`src/rtl/ddr_stream_reader_if.sv`:
```
// ddr_if: client port to the DDR arbiter (Avalon-style burst read/write)
interface ddr_if;
    logic [28:0] addr;
    logic [63:0] wdata;
    logic        read;
    logic        write;
    logic [7:0]  burstcnt;
    logic [7:0]  byteenable;
    logic        acquire;
    logic        busy;
    logic        rdata_ready;
    logic [63:0] rdata;
    modport to_host (output addr, wdata, read, write, burstcnt, byteenable, acquire,
                     input busy, rdata_ready, rdata);
    modport master  (output addr, wdata, read, write, burstcnt, byteenable, acquire,
                     input busy, rdata_ready, rdata);
    modport slave   (input addr, wdata, read, write, burstcnt, byteenable, acquire,
                     output busy, rdata_ready, rdata);
endinterface

```
`src/rtl/ddr_stream_reader.sv`:
```
// ddr_stream_reader: streams a contiguous run of 64-bit DDR words into a local FIFO using
// credit-gated bursts and presents it on a valid/ready port.
// Define DDR_STREAM_READER_STATS_EN to add saturating stat_bursts/stat_wait counters.
module ddr_stream_reader #(
    parameter int BURST      = 16,
    parameter int FIFO_DEPTH = 64
) (
    input  logic        clk,
    input  logic        reset_n,
    input  logic        start,
    input  logic [28:0] start_addr,
    input  logic [23:0] word_count,
    output logic        busy_o,
    output logic        done,
    output logic [63:0] out_data,
    output logic        out_valid,
    input  logic        out_ready,
`ifdef DDR_STREAM_READER_STATS_EN
    output logic [15:0] stat_bursts,
    output logic [15:0] stat_wait,
`endif
    ddr_if.to_host      ddr
);
    localparam int AW = $clog2(FIFO_DEPTH);

    typedef enum logic [2:0] {IDLE, ACQ, REQ, DATA, DRAIN, DONE} state_t;

    state_t        state_q, state_d;
    logic [28:0]   cur_addr_q, cur_addr_d, addr_q, addr_d;
    logic [23:0]   remaining_q, remaining_d, pending_q, pending_d;
    logic [8:0]    in_flight_q, in_flight_d;
    logic [7:0]    burstcnt_q, burstcnt_d, len;
    logic          acquire_q, acquire_d, read_q, read_d;
    logic [AW-1:0] wr_q, wr_d, rd_q, rd_d;
    logic [AW:0]   level_q, level_d;
    logic [63:0]   mem_q [FIFO_DEPTH];
    logic          push, pop;
    logic [31:0]   space;

    assign len        = (remaining_q < 24'(BURST)) ? remaining_q[7:0] : 8'(BURST);
    assign space      = 32'(FIFO_DEPTH) - 32'(level_q) - 32'(in_flight_q);
    assign push       = (state_q == DATA) && ddr.rdata_ready;
    assign pop        = out_valid && out_ready;
    assign out_valid  = level_q != '0;
    assign out_data   = mem_q[rd_q];
    assign busy_o     = state_q != IDLE;
    assign done       = state_q == DONE;

    assign ddr.addr       = addr_q;
    assign ddr.read       = read_q;
    assign ddr.burstcnt   = burstcnt_q;
    assign ddr.acquire    = acquire_q;
    assign ddr.write      = 1'b0;
    assign ddr.wdata      = '0;
    assign ddr.byteenable = 8'hFF;

    // Next-state: burst sequencing with FIFO credit, plus FIFO pointer bookkeeping
    always_comb begin
        state_d     = state_q;
        cur_addr_d  = cur_addr_q;
        addr_d      = addr_q;
        remaining_d = remaining_q;
        pending_d   = pending_q - 24'(pop);
        in_flight_d = in_flight_q - 9'(push);
        burstcnt_d  = burstcnt_q;
        acquire_d   = acquire_q;
        read_d      = read_q;
        wr_d        = wr_q + AW'(push);
        rd_d        = rd_q + AW'(pop);
        level_d     = level_q + (AW+1)'(push) - (AW+1)'(pop);
        case (state_q)
            IDLE: if (start) begin
                cur_addr_d  = start_addr;
                remaining_d = word_count;
                pending_d   = word_count;
                state_d     = (word_count == '0) ? DONE : ACQ;
            end
            ACQ: if (remaining_q != '0 && space >= 32'(len)) begin
                acquire_d  = 1'b1;
                read_d     = 1'b1;
                addr_d     = cur_addr_q;
                burstcnt_d = len;
                state_d    = REQ;
            end
            REQ: if (!ddr.busy) begin
                cur_addr_d  = cur_addr_q + 29'(burstcnt_q);
                remaining_d = remaining_q - 24'(burstcnt_q);
                in_flight_d = in_flight_q + 9'(burstcnt_q);
                read_d      = 1'b0;
                state_d     = DATA;
            end
            DATA: if (push && in_flight_q == 9'd1) begin
                acquire_d = 1'b0;
                state_d   = (remaining_q != '0) ? ACQ : DRAIN;
            end
            DRAIN: if (pop && pending_q == 24'd1) state_d = DONE;
            default: state_d = IDLE;
        endcase
    end

    // Control and datapath registers
    always_ff @(posedge clk or negedge reset_n) begin
        if (!reset_n) begin
            state_q     <= IDLE;
            cur_addr_q  <= '0;
            addr_q      <= '0;
            remaining_q <= '0;
            pending_q   <= '0;
            in_flight_q <= '0;
            burstcnt_q  <= '0;
            acquire_q   <= 1'b0;
            read_q      <= 1'b0;
            wr_q        <= '0;
            rd_q        <= '0;
            level_q     <= '0;
        end else begin
            state_q     <= state_d;
            cur_addr_q  <= cur_addr_d;
            addr_q      <= addr_d;
            remaining_q <= remaining_d;
            pending_q   <= pending_d;
            in_flight_q <= in_flight_d;
            burstcnt_q  <= burstcnt_d;
            acquire_q   <= acquire_d;
            read_q      <= read_d;
            wr_q        <= wr_d;
            rd_q        <= rd_d;
            level_q     <= level_d;
        end
    end

    // FIFO storage; contents need no reset because level gates visibility
    always_ff @(posedge clk) begin
        if (push) mem_q[wr_q] <= ddr.rdata;
    end

`ifdef DDR_STREAM_READER_STATS_EN
    logic [15:0] bursts_q, bursts_d, wait_q, wait_d;

    // Saturating counters, cleared on every accepted start
    always_comb begin
        bursts_d = bursts_q;
        wait_d   = wait_q;
        if (state_q == IDLE && start) begin
            bursts_d = '0;
            wait_d   = '0;
        end else begin
            if (state_q == REQ && !ddr.busy && bursts_q != 16'hFFFF) bursts_d = bursts_q + 16'd1;
            if (read_q && ddr.busy && wait_q != 16'hFFFF) wait_d = wait_q + 16'd1;
        end
    end

    // Statistics registers
    always_ff @(posedge clk or negedge reset_n) begin
        if (!reset_n) begin
            bursts_q <= '0;
            wait_q   <= '0;
        end else begin
            bursts_q <= bursts_d;
            wait_q   <= wait_d;
        end
    end

    assign stat_bursts = bursts_q;
    assign stat_wait   = wait_q;
`endif
endmodule

```
`src/flat_wrapper.sv`:
```
// flat-port wrapper written by rule: the top's interface ports become plain ports
module ddr_stream_reader_flat 
#(
    parameter int BURST      = 16,
    parameter int FIFO_DEPTH = 64
)
  (clk, reset_n, start, start_addr, word_count, busy_o, done, out_data, out_valid, out_ready, ddr_addr, ddr_wdata, ddr_read, ddr_write, ddr_burstcnt, ddr_byteenable, ddr_acquire, ddr_busy, ddr_rdata_ready, ddr_rdata);
  ddr_if ddr_i ();
  input  logic clk;
  input  logic reset_n;
  input  logic start;
  input  logic [28:0] start_addr;
  input  logic [23:0] word_count;
  output logic busy_o;
  output logic done;
  output logic [63:0] out_data;
  output logic out_valid;
  input  logic out_ready;
  output wire logic [$bits(ddr_i.addr)-1:0] ddr_addr;
  output wire logic [$bits(ddr_i.wdata)-1:0] ddr_wdata;
  output wire logic [$bits(ddr_i.read)-1:0] ddr_read;
  output wire logic [$bits(ddr_i.write)-1:0] ddr_write;
  output wire logic [$bits(ddr_i.burstcnt)-1:0] ddr_burstcnt;
  output wire logic [$bits(ddr_i.byteenable)-1:0] ddr_byteenable;
  output wire logic [$bits(ddr_i.acquire)-1:0] ddr_acquire;
  input wire logic [$bits(ddr_i.busy)-1:0] ddr_busy;
  input wire logic [$bits(ddr_i.rdata_ready)-1:0] ddr_rdata_ready;
  input wire logic [$bits(ddr_i.rdata)-1:0] ddr_rdata;
  assign ddr_addr = ddr_i.addr;
  assign ddr_wdata = ddr_i.wdata;
  assign ddr_read = ddr_i.read;
  assign ddr_write = ddr_i.write;
  assign ddr_burstcnt = ddr_i.burstcnt;
  assign ddr_byteenable = ddr_i.byteenable;
  assign ddr_acquire = ddr_i.acquire;
  assign ddr_i.busy = ddr_busy;
  assign ddr_i.rdata_ready = ddr_rdata_ready;
  assign ddr_i.rdata = ddr_rdata;
  ddr_stream_reader #(.BURST(BURST), .FIFO_DEPTH(FIFO_DEPTH)) u_core (.clk(clk), .reset_n(reset_n), .start(start), .start_addr(start_addr), .word_count(word_count), .busy_o(busy_o), .done(done), .out_data(out_data), .out_valid(out_valid), .out_ready(out_ready), .ddr(ddr_i));
endmodule
```
`config.mk`:
```
export PLATFORM = sky130hd
export DESIGN_NAME = ddr_stream_reader_flat
export DESIGN_NICKNAME = d
export VERILOG_FILES = /design/src/rtl/ddr_stream_reader_if.sv /design/src/rtl/ddr_stream_reader.sv /design/src/flat_wrapper.sv
export SDC_FILE = /design/constraint.sdc
export NUM_CORES = 2
export LEC_CHECK = 0
export CELL_PAD_IN_SITES_DETAIL_PLACEMENT = 1
export CELL_PAD_IN_SITES_GLOBAL_PLACEMENT = 1
export CORE_MARGIN = 8
export CORE_UTILIZATION = 50
export CTS_CLUSTER_DIAMETER = 80
export DETAILED_ROUTE_END_ITERATION = 10
export PLACE_DENSITY_LB_ADDON = 0.05
export SLEW_MARGIN = 25
export SYNTH_ARGS = -nofsm -noshare
export SYNTH_HDL_FRONTEND = slang
export SYNTH_SLANG_ARGS = --single-unit
export TNS_END_PERCENT = 100
```
`constraint.sdc`:
```
create_clock -name clk -period 9.6 [get_ports clk]
set_input_delay 0.96 -clock clk [delete_from_list [all_inputs] [get_ports clk]]
set_output_delay 0.96 -clock clk [all_outputs]
set_load 0.05 [all_outputs]
```
==> impl_metrics.ini <==
[die]
die_h_microns = 590
die-width_microns = 590
die-area_sq_um = 348000
ios = 302
fp.coreArea_sq_um = 327000
start_util_pct = 50.3
std_cell_rows = 210

[timing]
finalHoldViolations = 0
slew_headroom_pct = 24.2
slew_violations = 0
worst_slew_pin_slew_ns = 1.14
setup_tns_ns = 0
worst_hold_slack_ns = 0.0767
max_clock_freq_ghz = 0.146
fin_crit_sh_pct = 71.3
grt_setup_unrepaired = no
setup-violations-final = 0
min_period_ns = 6.85
finalClockSkew_ns = 0.0581

[yosys]
yosys_warnings = 0
synth_top_area_share_pct = 74.7
synth_compound_area_share_pct = 1.57
ys_types = 78
synth_xor_area_share_pct = 0.324
netlist_area_sq_um = 165000
synth_ff_type = edfxtp_1
synth_edf_count = 4096
synthArstFlopShare_pct = 3.46
ys_seq_area_share_pct = 76.9
synth_largest_area_cell = edfxtp_1
synthSimpleGateAreaFrac_pct = 1.38
yosys-top-cells-area = edfxtp_1, mux4_2, dfrtp_1
synth_fa_ha_area_share_pct = 0.600
synth_seq_cells = 4243
muxShareOfSynthArea_pct = 17.8
syn_avg_cell_area_sq_um = 23.4
synth_top_family_by_area = multiplexers
postSynthCellCount = 7035

[cells_and_area]
layout_commonest_cell = edfxtp_1
layout_common_cells = edfxtp_1, mux4_2, clkbuf_16, buf_4, clkdlybuf4s50_1
final_cell_area_sq_um = 187000
final_layout_size_suffix_gt1_share_pct = 28.8
syn_to_final_growth_pct = 13.7
nets = 7759

[critical_path]
rr_endpoint = u_core.ddr.addr[10]
start_kind = flip-flop
reg2reg_depth = 19
crit_path_end_kind = output port
crit_arrival_ns = 5.89
crit_slowest_cell = dfrtp_4
path_class = flip-flop to output port
path_cells = buf_4 > buf_4 > mux4_2 > mux4_2 > a22oi_1 > nand2_1 > clkdlybuf4s50_1
r2r_start = u_core.level_q[1]
reg2reg_setup_slack_ns = 4.07
slowest_delay_ns = 1.07
cp_max_fo = 53
worstPathRequired_ns = 8.64

[place]
dp_hpwl_mm = 248
gp_congestion = 0.755
portBuffers = 228
postPlaceCellArea_sq_um = 173000

[global_route]
grt_pass1_wl_mm = 665
grt_usage_pct = 27.5
grt_max_degree = 127
grt_overflow_total = 0
antenna_found_initial = 31
grt_pass1_vias = 81900

[clocking]
insertion_delay_ns = 1.00
cts_tree = yes
cts_sinks = 4243
postCtsSetupBuffers = 0
cts_made_buffers = 439
cts_hold_buf = 0
h-tree-depth = 5
clockBufferDepth = 4
clk_pin_slew_ns = 0.06
root_buffer = clkbuf_16
cts_resized = 0

[routing]
wl_per_cell_microns = 39.6
vias = 80500
wirelength_mm = 485
routed_via_density = 6.57
drt_iter0_markers = 10400
drtAntennaViolNets = 0
firstDrtPassIters = 7
drc_errors = 0

[run]
drv_cap = 0

[pwr]
worst_ir_drop_vdd_uv = 358
p_leak_nw = 58.9
power.density_nw_per_um2 = 300

[run_status]
status = completed

[worst_hold_path]
hold_class = input port to asynchronous set/reset pin
[routing by layer]
| metal | part of all wire (%) | GRT usage [%] |
|---|---|---|
| met1 | 40 | 39.0 |
| met2 | 49 | 44.9 |
| met3 | 8.3 | 4.88 |
| met4 | 2.8 | 6.65 |
| met5 | 0.035 | 0 |
[through the flow]
stage | setup slack, ns | cells | utilization, % | total power [mW]
6_report | 2.75 | 12300 | 57.2 | 56.2
5_1_grt | 2.60 | 12300 | 57.2 | 58.0
4_1_cts | 2.68 | 12200 | 57.1 | 56.7
3_5_place_dp | 3.74 | 11500 | 52.8 | 39.9
3_3_place_gp | 3.78 | 11500 | 52.8 | 39.8
2_1_floorplan | 4.75 | 7109 | - | 33.9
[cell usage after synthesis, types with 30 or more instances]
master	count
a22oi_1	130
buf_2	95
buf_1	40
dfrtp_1	147
edfxtp_1	4096
xnor2_1	41
nand2_1	160
o21ai_0	53
buf_4	74
a21oi_1	72
mux2_4	30
mux4_2	1280
clkbuf_1	220
nor2_1	140
ha_1	71
inv_1	49
[cell families after synthesis]
| group | count (synthesis) |
|---|---|
| DFF | 4243 |
| other | 2 |
| buffers and inverters | 482 |
| adders and majority gates | 76 |
| muxes | 1317 |
| AOI/OAI and AO/OA | 377 |
| and+or+nand+nor | 477 |
| xor gates and xnor gates | 61 |
[cell type report]
class / count / area (sq um)
diodes: 5 / 12.5
clock buffers: 535 / 11600
clock inverters: 251 / 2450
fillers: 26900 / 140000
inverters: 49 / 184
multi-input cells: 2384 / 36500
flip-flops and latches: 4243 / 127000
well taps: 4346 / 5440
repair buffers: 443 / 4340
[critical path, delay by kind of cell (launching register included)]
family,cells,cell delay [ns]
and+or+nand+nor,1,0.19
buffers and inverters,3,2.28
muxes,2,0.89
AOI/OAI and AO/OA,1,0.35
DFF,1,1.07
[state kept, by name, indices dropped and copies added (netlist names)]
register	flops
u_core.cur_addr_q	29
u_core.ddr.acquire	1
u_core.ddr.addr	29
u_core.ddr.burstcnt	8
u_core.ddr.read	1
u_core.in_flight_q	9
u_core.level_q	7
u_core.mem_q	4096
u_core.pending_q	24
u_core.rd_q	6
u_core.remaining_q	24
u_core.state_q	3
u_core.wr_q	6
[worst max path at each step]
stage                          end  slack (ns)       startpoint
6_report              out_data[17]        2.75   u_core.rd_q[1]
5_1_grt               out_data[17]        2.60   u_core.rd_q[1]
4_1_cts               out_data[24]        2.68   u_core.rd_q[0]
3_5_place_dp          out_data[24]        3.74   u_core.rd_q[0]
3_3_place_gp          out_data[24]        3.78   u_core.rd_q[0]
2_1_floorplan  u_core.mem_q[62][0]        4.75  ddr_rdata_ready
[where the power goes]
group          total, mW  switching (mW)  internal, mW
Combinational       17.7            10.1          7.58
Clock               16.8            7.09          9.69
Sequential          21.7           0.612          21.1
Total               56.1            17.8          38.4
(Power assumes the default switching activity.)
